`config.mk`:
```
export PLATFORM = sky130hd
export DESIGN_NAME = link_obuf_flat
export DESIGN_NICKNAME = d
export VERILOG_FILES = /design/src/rtl/link_obuf_pkg.sv /design/src/rtl/link_obuf_if.sv /design/src/rtl/link_obuf_flit_fifo.sv /design/src/rtl/link_obuf.sv /design/src/flat_wrapper.sv
export SDC_FILE = /design/constraint.sdc
export NUM_CORES = 1
export LEC_CHECK = 0
export BUFFER_PORTS_ARGS = -buffer_cell sky130_fd_sc_hd__clkbuf_2
export CORE_MARGIN = 1
export CORE_UTILIZATION = 40
export DETAILED_ROUTE_END_ITERATION = 10
export PLACE_DENSITY_LB_ADDON = 0.12
export SYNTH_ARGS = -nofsm -noshare
export SYNTH_HDL_FRONTEND = slang
export SYNTH_HIERARCHICAL = 1
export SYNTH_SLANG_ARGS = --single-unit
```
`constraint.sdc`:
```
create_clock -name clk -period 2.3 [get_ports clk]
set_input_delay 0.345 -clock clk [delete_from_list [all_inputs] [get_ports clk]]
set_output_delay 0.345 -clock clk [all_outputs]
set_load 0.02 [all_outputs]
```
`src/rtl/link_obuf_pkg.sv`:
```
// Shared flit field defines plus the types and helpers used across the link output buffer.
// The optional packet checker is enabled with the LINK_OBUF_PCHK_EN macro.
`ifndef LINK_DEFINES_SV
`define LINK_DEFINES_SV
`define DATAW      31
`define DATAW_P1   32
`define VCHW       1
`define VCHW_P1    2
`define TYPE_MSB   31
`define TYPE_LSB   30
`define TYPE_NONE  2'b00
`define TYPE_HEAD  2'b01
`define TYPE_DATA  2'b10
`define TYPE_TAIL  2'b11
`endif

package link_obuf_pkg;

    typedef enum logic [1:0] {
        FT_NONE = `TYPE_NONE,
        FT_HEAD = `TYPE_HEAD,
        FT_DATA = `TYPE_DATA,
        FT_TAIL = `TYPE_TAIL
    } flit_type_e;

    typedef enum logic {
        CHK_IDLE = 1'b0,
        CHK_BODY = 1'b1
    } chk_state_e;

    localparam int FLIT_W  = `DATAW_P1;
    localparam int VCH_W   = `VCHW_P1;
    localparam int ENTRY_W = FLIT_W + VCH_W;

    function automatic flit_type_e flit_type(input logic [`DATAW_P1-1:0] d);
        return flit_type_e'(d[`TYPE_MSB:`TYPE_LSB]);
    endfunction

endpackage

```
`src/rtl/link_obuf_if.sv`:
```
// Handshake bundle between the mux (push side) and the link (pop side) of the output buffer.
interface link_obuf_if #(parameter int DEPTH = 4);

    logic [`DATAW_P1-1:0]   idata;
    logic                   ivalid;
    logic [`VCHW_P1-1:0]    ivch;
    logic                   iready;
    logic [`DATAW_P1-1:0]   odata;
    logic                   ovalid;
    logic [`VCHW_P1-1:0]    ovch;
    logic                   oready;
    logic [$clog2(DEPTH):0] occ;

    modport slave (
        input  idata, ivalid, ivch, oready,
        output iready, odata, ovalid, ovch, occ
    );

    modport master (
        output idata, ivalid, ivch, oready,
        input  iready, odata, ovalid, ovch, occ
    );

endinterface

```
`src/rtl/link_obuf_flit_fifo.sv`:
```
// Registered-storage FIFO holding {vc, flit} entries; head is read straight from storage.
module flit_fifo #(
    parameter  int WIDTH = 8,
    parameter  int DEPTH = 4,
    localparam int PTRW  = $clog2(DEPTH),
    localparam int CNTW  = $clog2(DEPTH) + 1
) (
    input  logic             clk,
    input  logic             rst,
    input  logic [WIDTH-1:0] wdata,
    input  logic             push_req,
    input  logic             pop_req,
    output logic             full,
    output logic             valid,
    output logic [WIDTH-1:0] rdata,
    output logic [CNTW-1:0]  occ
);

    logic [WIDTH-1:0] mem_q [DEPTH];
    logic [WIDTH-1:0] mem_d [DEPTH];
    logic [PTRW-1:0]  wr_ptr_q, wr_ptr_d;
    logic [PTRW-1:0]  rd_ptr_q, rd_ptr_d;
    logic [CNTW-1:0]  occ_q, occ_d;
    logic             push, pop;

    assign full  = (occ_q == CNTW'(DEPTH));
    assign valid = (occ_q != '0);
    assign rdata = mem_q[rd_ptr_q];
    assign occ   = occ_q;

    // Full blocks pushes even when a pop happens this cycle; pointers wrap naturally (DEPTH is 2^n).
    always_comb begin
        push     = push_req && !full;
        pop      = pop_req && valid;
        mem_d    = mem_q;
        wr_ptr_d = wr_ptr_q;
        rd_ptr_d = rd_ptr_q;
        occ_d    = occ_q;
        if (push) begin
            mem_d[wr_ptr_q] = wdata;
            wr_ptr_d        = wr_ptr_q + PTRW'(1);
        end
        if (pop) begin
            rd_ptr_d = rd_ptr_q + PTRW'(1);
        end
        case ({push, pop})
            2'b10:   occ_d = occ_q + CNTW'(1);
            2'b01:   occ_d = occ_q - CNTW'(1);
            default: occ_d = occ_q;
        endcase
    end

    always_ff @(posedge clk) begin
        if (rst) begin
            mem_q    <= '{default: '0};
            wr_ptr_q <= '0;
            rd_ptr_q <= '0;
            occ_q    <= '0;
        end else begin
            mem_q    <= mem_d;
            wr_ptr_q <= wr_ptr_d;
            rd_ptr_q <= rd_ptr_d;
            occ_q    <= occ_d;
        end
    end

endmodule

```
`src/rtl/link_obuf.sv`:
```
// Link output buffer: FIFO between the VC mux and the link, with an optional push-side
// packet-framing checker compiled in by LINK_OBUF_PCHK_EN (adds the perr port).
module link_obuf
    import link_obuf_pkg::*;
#(
    parameter int DEPTH = 4
) (
    input  logic        clk,
    input  logic        rst,
    link_obuf_if.slave  bus
`ifdef LINK_OBUF_PCHK_EN
    ,
    output logic        perr
`endif
);

    logic               fifo_full;
    logic [ENTRY_W-1:0] head;

    flit_fifo #(
        .WIDTH (ENTRY_W),
        .DEPTH (DEPTH)
    ) u_fifo (
        .clk      (clk),
        .rst      (rst),
        .wdata    ({bus.ivch, bus.idata}),
        .push_req (bus.ivalid),
        .pop_req  (bus.oready),
        .full     (fifo_full),
        .valid    (bus.ovalid),
        .rdata    (head),
        .occ      (bus.occ)
    );

    assign bus.iready           = !fifo_full;
    assign {bus.ovch, bus.odata} = head;

`ifdef LINK_OBUF_PCHK_EN
    chk_state_e       state_q, state_d;
    logic [VCH_W-1:0] vc_q, vc_d;
    logic             perr_q, perr_d;
    logic             push_acc;
    flit_type_e       in_type;

    // Observes accepted pushes only; it never back-pressures or drops anything.
    always_comb begin
        push_acc = bus.ivalid && bus.iready;
        in_type  = flit_type(bus.idata);
        state_d  = state_q;
        vc_d     = vc_q;
        perr_d   = perr_q;
        if (push_acc) begin
            case (state_q)
                CHK_IDLE: begin
                    if (in_type == FT_HEAD) begin
                        state_d = CHK_BODY;
                        vc_d    = bus.ivch;
                    end else begin
                        perr_d = 1'b1;
                    end
                end
                CHK_BODY: begin
                    case (in_type)
                        FT_DATA: begin
                            if (bus.ivch != vc_q) perr_d = 1'b1;
                        end
                        FT_TAIL: begin
                            state_d = CHK_IDLE;
                            if (bus.ivch != vc_q) perr_d = 1'b1;
                        end
                        FT_HEAD: begin
                            perr_d = 1'b1;
                            vc_d   = bus.ivch;
                        end
                        FT_NONE: begin
                            perr_d = 1'b1;
                        end
                    endcase
                end
            endcase
        end
    end

    always_ff @(posedge clk) begin
        if (rst) begin
            state_q <= CHK_IDLE;
            vc_q    <= '0;
            perr_q  <= 1'b0;
        end else begin
            state_q <= state_d;
            vc_q    <= vc_d;
            perr_q  <= perr_d;
        end
    end

    assign perr = perr_q;
`endif

endmodule

```
`src/flat_wrapper.sv`:
```
// flat-port wrapper written by rule: the top's interface ports become plain ports
module link_obuf_flat import link_obuf_pkg::*;
#(
    parameter int DEPTH = 4
)
  (clk, rst, bus_idata, bus_ivalid, bus_ivch, bus_oready, bus_iready, bus_odata, bus_ovalid, bus_ovch, bus_occ);
  link_obuf_if #(.DEPTH(DEPTH)) bus_i ();
  input  logic clk;
  input  logic rst;
  input wire logic [$bits(bus_i.idata)-1:0] bus_idata;
  input wire logic [$bits(bus_i.ivalid)-1:0] bus_ivalid;
  input wire logic [$bits(bus_i.ivch)-1:0] bus_ivch;
  input wire logic [$bits(bus_i.oready)-1:0] bus_oready;
  output wire logic [$bits(bus_i.iready)-1:0] bus_iready;
  output wire logic [$bits(bus_i.odata)-1:0] bus_odata;
  output wire logic [$bits(bus_i.ovalid)-1:0] bus_ovalid;
  output wire logic [$bits(bus_i.ovch)-1:0] bus_ovch;
  output wire logic [$bits(bus_i.occ)-1:0] bus_occ;
  assign bus_i.idata = bus_idata;
  assign bus_i.ivalid = bus_ivalid;
  assign bus_i.ivch = bus_ivch;
  assign bus_i.oready = bus_oready;
  assign bus_iready = bus_i.iready;
  assign bus_odata = bus_i.odata;
  assign bus_ovalid = bus_i.ovalid;
  assign bus_ovch = bus_i.ovch;
  assign bus_occ = bus_i.occ;
  link_obuf #(.DEPTH(DEPTH)) u_core (.clk(clk), .rst(rst), .bus(bus_i));
endmodule
```
Word level (Yosys, flattened, before mapping) --
Cells that the tools add are included. W data, S select, Z words.
Operators by class: bitwise gates (word level) 2, multiplexer cells 7, reduce and logical (&&, ||, !) cells 6, add/subtract/negate cells 4, magnitude comparators 3, eq/ne operators 3
Operator list (number):
- $bwmux W136 | 1
- $mux W34 | 3
- $bmux W34 S2 | 1
- $demux W34 S2 | 1
- $ge A3 B3 Y1 const B | 2
- $not A2 Y3 | 2
- $pmux W3 S2 | 1
- $add A2 B1 Y2 const B | 2
- $add A3 B1 Y3 const B | 1
- $eq A3 B3 Y1 const B | 1
- $logic_and A1 B1 Y1 | 3
- $lt A3 B1 Y1 const B | 1
- $reduce_bool A3 Y1 | 1
- $sub A3 B1 Y3 const B | 1
- $eq A2 B1 Y1 const B | 1
- $eq A2 B2 Y1 const B | 1
- $reduce_bool A2 Y1 | 1
- $logic_not A1 Y1 | 1
Word-level totals: output and inout bits 39, input port bits 38, bits in registers 143

Depth between registers and ports, before layout --
word-level depth 6, mapped depth 10, mapped depth without buffers 9

Modules after synthesis --
Netlist, hierarchy kept.
Modules (own cells, without submodules):
- flit_fifo | cells each 571, sequential area each 2862.7 µm², times used 1, area each 6577.6 µm²
- link_obuf | cells each 1, sequential area each 0.0 µm², times used 1, area each 3.8 µm²

Least setup slack after synthesis --
Ideal clock, no wire load.
kind flip-flop to flip-flop, from register u_core.u_fifo.occ_q[2], in the netlist u_core/u_fifo/occ[2], to register u_core.u_fifo.occ_q[2], in the netlist u_core/u_fifo/occ[2], slack -0.135 ns, data required time 2.230 ns, period minus slack after synthesis 2.435 ns, arrival 2.365 ns, cell stages (with the launch flop) 11, library setup time 0.070 ns, path through dfxtp_1 or3b_1 buf_6 and2_1 inv_1 ha_1 inv_1 fa_1 xor2_1 or3_1 a21oi_1
On the way: word-level cells in the longest chain between the ends 5, elaborated cells on any way between the ends 11
RTL lines:
- start: declaration | RTL line link_obuf_flit_fifo.sv:23 | logic [CNTW-1:0] occ_q, occ_d;
- start signal: assignment | RTL line link_obuf_flit_fifo.sv:58 | occ_q <= '0;
- start signal: assignment | RTL line link_obuf_flit_fifo.sv:63 | occ_q <= occ_d;
- $eq A3 B3 Y1 | RTL line link_obuf_flit_fifo.sv:26 | assign full = (occ_q == CNTW'(DEPTH));
- $logic_not A1 Y1 | RTL line link_obuf_flit_fifo.sv:33 | push = push_req && !full;
- $logic_and A1 B1 Y1 | RTL line link_obuf_flit_fifo.sv:33
- $eq A2 B1 Y1 or $eq A2 B2 Y1 (tied branches) | RTL line link_obuf_flit_fifo.sv:46 | case ({push, pop})
- $pmux W3 S2 or $reduce_bool A2 Y1 (tied branches)
Parallel ways exist; a longest one is shown, timed or not. A chain may end at the register's enable or synchronous reset.

Final worst setup path --
from register u_core.u_fifo.occ_q[1], in the netlist u_core/u_fifo/occ[1], to register u_core.u_fifo.occ_q[2], in the netlist u_core/u_fifo/occ[2]
Same word-level chain as after synthesis.

==> impl_results.md <==
* GRT met2 Usage at 27.8%
* Tcrit/Tclk final at 96.9%
* First-pass GRT wire length at 21900 µm
* Worst Tran Pin Value at between 0.6 and 0.7 ns
* Critical Path AT at ~2.6 ns
* Commonest non-fill, non-tap cells in the layout: 170 x nand2b_1, 138 x dfxtp_1, 136 x mux2i_1
* Crit-path cells: or3b_4 > and2_4 > inv_1 > ha_2 > inv_1 > fa_2 > xor2_1 > or3_1 > a21oi_2
* Pre-antenna DRT Iters at 4
* Most Used Layer, Global Route: met2
* Total Wirelength at between 10000 and 15000 µm
* Grt total ovfl at 0
* Hold EP: u_core/u_fifo/mem_q[22]$_SDFFE_PP0P_
* Crit path launch: u_core/u_fifo/occ[1]$_SDFFE_PP0P_
* FF+latch area at between 2000 and 3000 µm²
* Worst r2r src: u_core/u_fifo/occ[1]$_SDFFE_PP0P_
* I/O Pins at between 70 and 80
* Fillers at 1534
* Post-synthesis mux area share at 32.5%
* Total CTS buffers at 17
* Worst R2R Setup Slack at a little over 0.07 ns
* Final HPWL DP at between 8000 and 9000 µm
* Rows at 46
* Most common cell after layout, fill and taps aside: nand2b_1
* Met3 usage at ~5.2%
* GR Util All Layers at 17.3%
* GPL Wtd Cong at roughly 0.74
* Yosys warnings at 6
* Core Footprint at 16000 µm²
* Setup WS pre-CTS at just under 0.05 ns
* Worst Setup End Kind: register
* Net Count, Synth at approximately 600
* CTS tree: yes
* Hold Path Stages at 3
* Most frequent CP cell: inv_1
* Xor and xnor area share after synthesis at less than 1%
* Critical Path RT at 2.64 ns
* RSZ-0062 raised after global routing: false
* # setup viols final at 0
* H-tree level count at 4
* # diodes at 0
* Clock skew at roughly 0.012 ns
* Multi-input gate area at around 3500 µm²
* Number of synthesized flops with an enable pin at 0
* Die Height at about 130 µm
* DRT iter0 DRCs at between 200 and 250
* # clock sinks at ~140
* Status: complete, no violations
* Post-synth ARST share at 0%
* Worst-case reg-to-reg path depth at 9
* Post-route ant nets at 0
* Die Wd at roughly 130 µm
* Die ar. at 17000 µm²
* Worst r2r dst: u_core/u_fifo/occ[2]$_SDFFE_PP0P_
* Largest net degree at the start of global routing at 180
* Largest family of logic cells by synthesized area: multiplexers
* Slowest CP cell: or3b_4
* Post-CTS Hold Fix Bufs at 0
* Startpoint types: register
* Synthesis-stage register bit count at 143
* DRC Markers at 0
* Min cycle time layout at approximately 2.2 ns
* Antenna violations before repair at 0
* Cells after synthesis at between 500 and 600
* Critical path's top delay family: simple AND/OR/NAND/NOR gates
* Crit path max fanout at 7
* Layout cells sized above 1 at about a quarter
* Hold Crit Start: bus_idata[22]
* Synthesized area at between 6000 and 7000 µm²
* GR Layer Usage met1 at about 22%
* Vias per cell at between 4 and 5
* Bufs and invs on worst path at 2
* Distinct cells, synth at 28
* Max Buffers Root-to-Sink at 2
* Rel. slew slack at between 50% and 60%
* Starting Density at approximately 41%
* Clk slew on worst S/H paths at 0.06 ns
* Final worst setup slack at between 0.07 and 0.08 ns
* PwrDens at roughly 920 nW/µm²
* Largest stage delay on the critical path at 0.40 ns
* Nets@finish at between 600 and 700
* Vias in the first global route at 4200
* Sequential share of the synthesized area at a little over two fifths
* Setup TNS Final at 0 ns
* CTS Root Cell: clkbuf_16
* Worst vdd ir at roughly 0.0006 V
* Vias at around 4200
* Post-synthesis simple-gate area fraction at between 15 and 20%
* Post-synthesis compound-gate area fraction at less than 1%
* WL/cell at between 15 and 20 µm
* Top FF cell, synth: dfxtp_1
* MaxCap Viol Count at 0
* LEAKAGE at about 3.5 nW
* Synth Area in Adders at around 1.3%
* Pins Over Slew Limit at 0
* Hold Crit Class: in2reg
* Clock Latency Late Sink at ~0.42 ns
* Area grow syn2layout at 18.3%
* Final hold vios at 0
* IO buf count at 76
* Peak Freq at 449 MHz
* Worst setup path class: reg2reg
* Syn Area/Cell at 11.5 µm²
[cell type report]
type / instances / area share [%]
clock inverters: 5 / 0.354
inverters: 8 / 0.386
repair buffers: 89 / 7.30
clock buffers: 27 / 6.73
flip-flops and latches: 143 / 36.9
multi-input cells: 375 / 44.8
well taps: 216 / 3.47
[worst max path at each step]
stage,to,cells past startpoint
after detailed placement,u_core/u_fifo/occ[2]$_SDFFE_PP0P_,9
after global placement,u_core/u_fifo/occ[2]$_SDFFE_PP0P_,9
after global routing,u_core/u_fifo/occ[2]$_SDFFE_PP0P_,9
after floorplan,u_core/u_fifo/occ[2]$_SDFFE_PP0P_,10
after CTS,u_core/u_fifo/occ[2]$_SDFFE_PP0P_,9
final,u_core/u_fifo/occ[2]$_SDFFE_PP0P_,9
[registers in the layout, indices dropped and copies added (netlist names)]
| name | flops |
|---|---|
| u_core/u_fifo/mem_q | 136 |
| u_core/u_fifo/occ | 3 |
| u_core/u_fifo/rd_ptr_q | 2 |
| u_core/u_fifo/wr_ptr_q | 2 |
[worst register-to-register path: cells and delay by family (launching register included)]
family	cells	cell delay, ns
buffers and inverters	2	0.11
DFF	1	0.36
xor gates and xnor gates	1	0.16
AOI/OAI and AO/OA	1	0.11
and+or+nand+nor	3	0.89
adders and majority gates	2	0.51
[per-stage QoR]
stage	hold WS (ns)	cells	instance area (µm²)	util [%]	power, mW
5_1_grt	0.256	863	7780	48.7	7.55
6_report	0.262	863	7780	48.7	7.19
3_3_place_gp	0.456	830	7220	45.1	4.67
4_1_cts	0.250	862	7770	48.6	7.28
3_5_place_dp	0.463	830	7220	45.1	4.72
2_1_floorplan	0.445	572	6600	-	4.16
[per-layer routing]
metal  vias to the layer above  part of all wire, %
met4                         0                  1.3
met2                        66                   48
li1                       2088                    -
met5                         -                    0
met3                        18                  3.6
met1                      2002                   47
[cells by family after synthesis]
group,count (synthesis)
AOI/OAI and AO/OA,6
adders and majority gates,6
xor gates and xnor gates,4
DFF,143
buffers and inverters,54
and+or+nand+nor,188
muxes,171
[synthesized netlist by cell type, types with 2 or more instances]
cell      instances  area, µm²
buf_4             6       45.0
mux4_2           34        766
buf_2             9       45.0
a21oi_1           2       10.0
or3_1             2       12.5
nand3_1           4       20.0
clkbuf_1         27        101
ha_1              5       62.6
buf_6             3       33.8
inv_1             8       30.0
dfxtp_1         143       2860
xor2_1            3       26.3
nor2_1            7       26.3
mux2i_1         136       1360
nand2b_1        170       1060
[report_power, final]
| group | internal, mW | total, mW | switching (mW) |
|---|---|---|---|
| Combinational | 0.823 | 1.78 | 0.959 |
| Sequential | 2.71 | 2.87 | 0.164 |
| Clock | 1.55 | 2.53 | 0.983 |
[repair_timing]
item,CTS,global route
setup buffers,0,1
resized for setup,0,3
endpoints found under the setup margin,0,1
No activity file was read; power rests on OpenSTA's default activity.
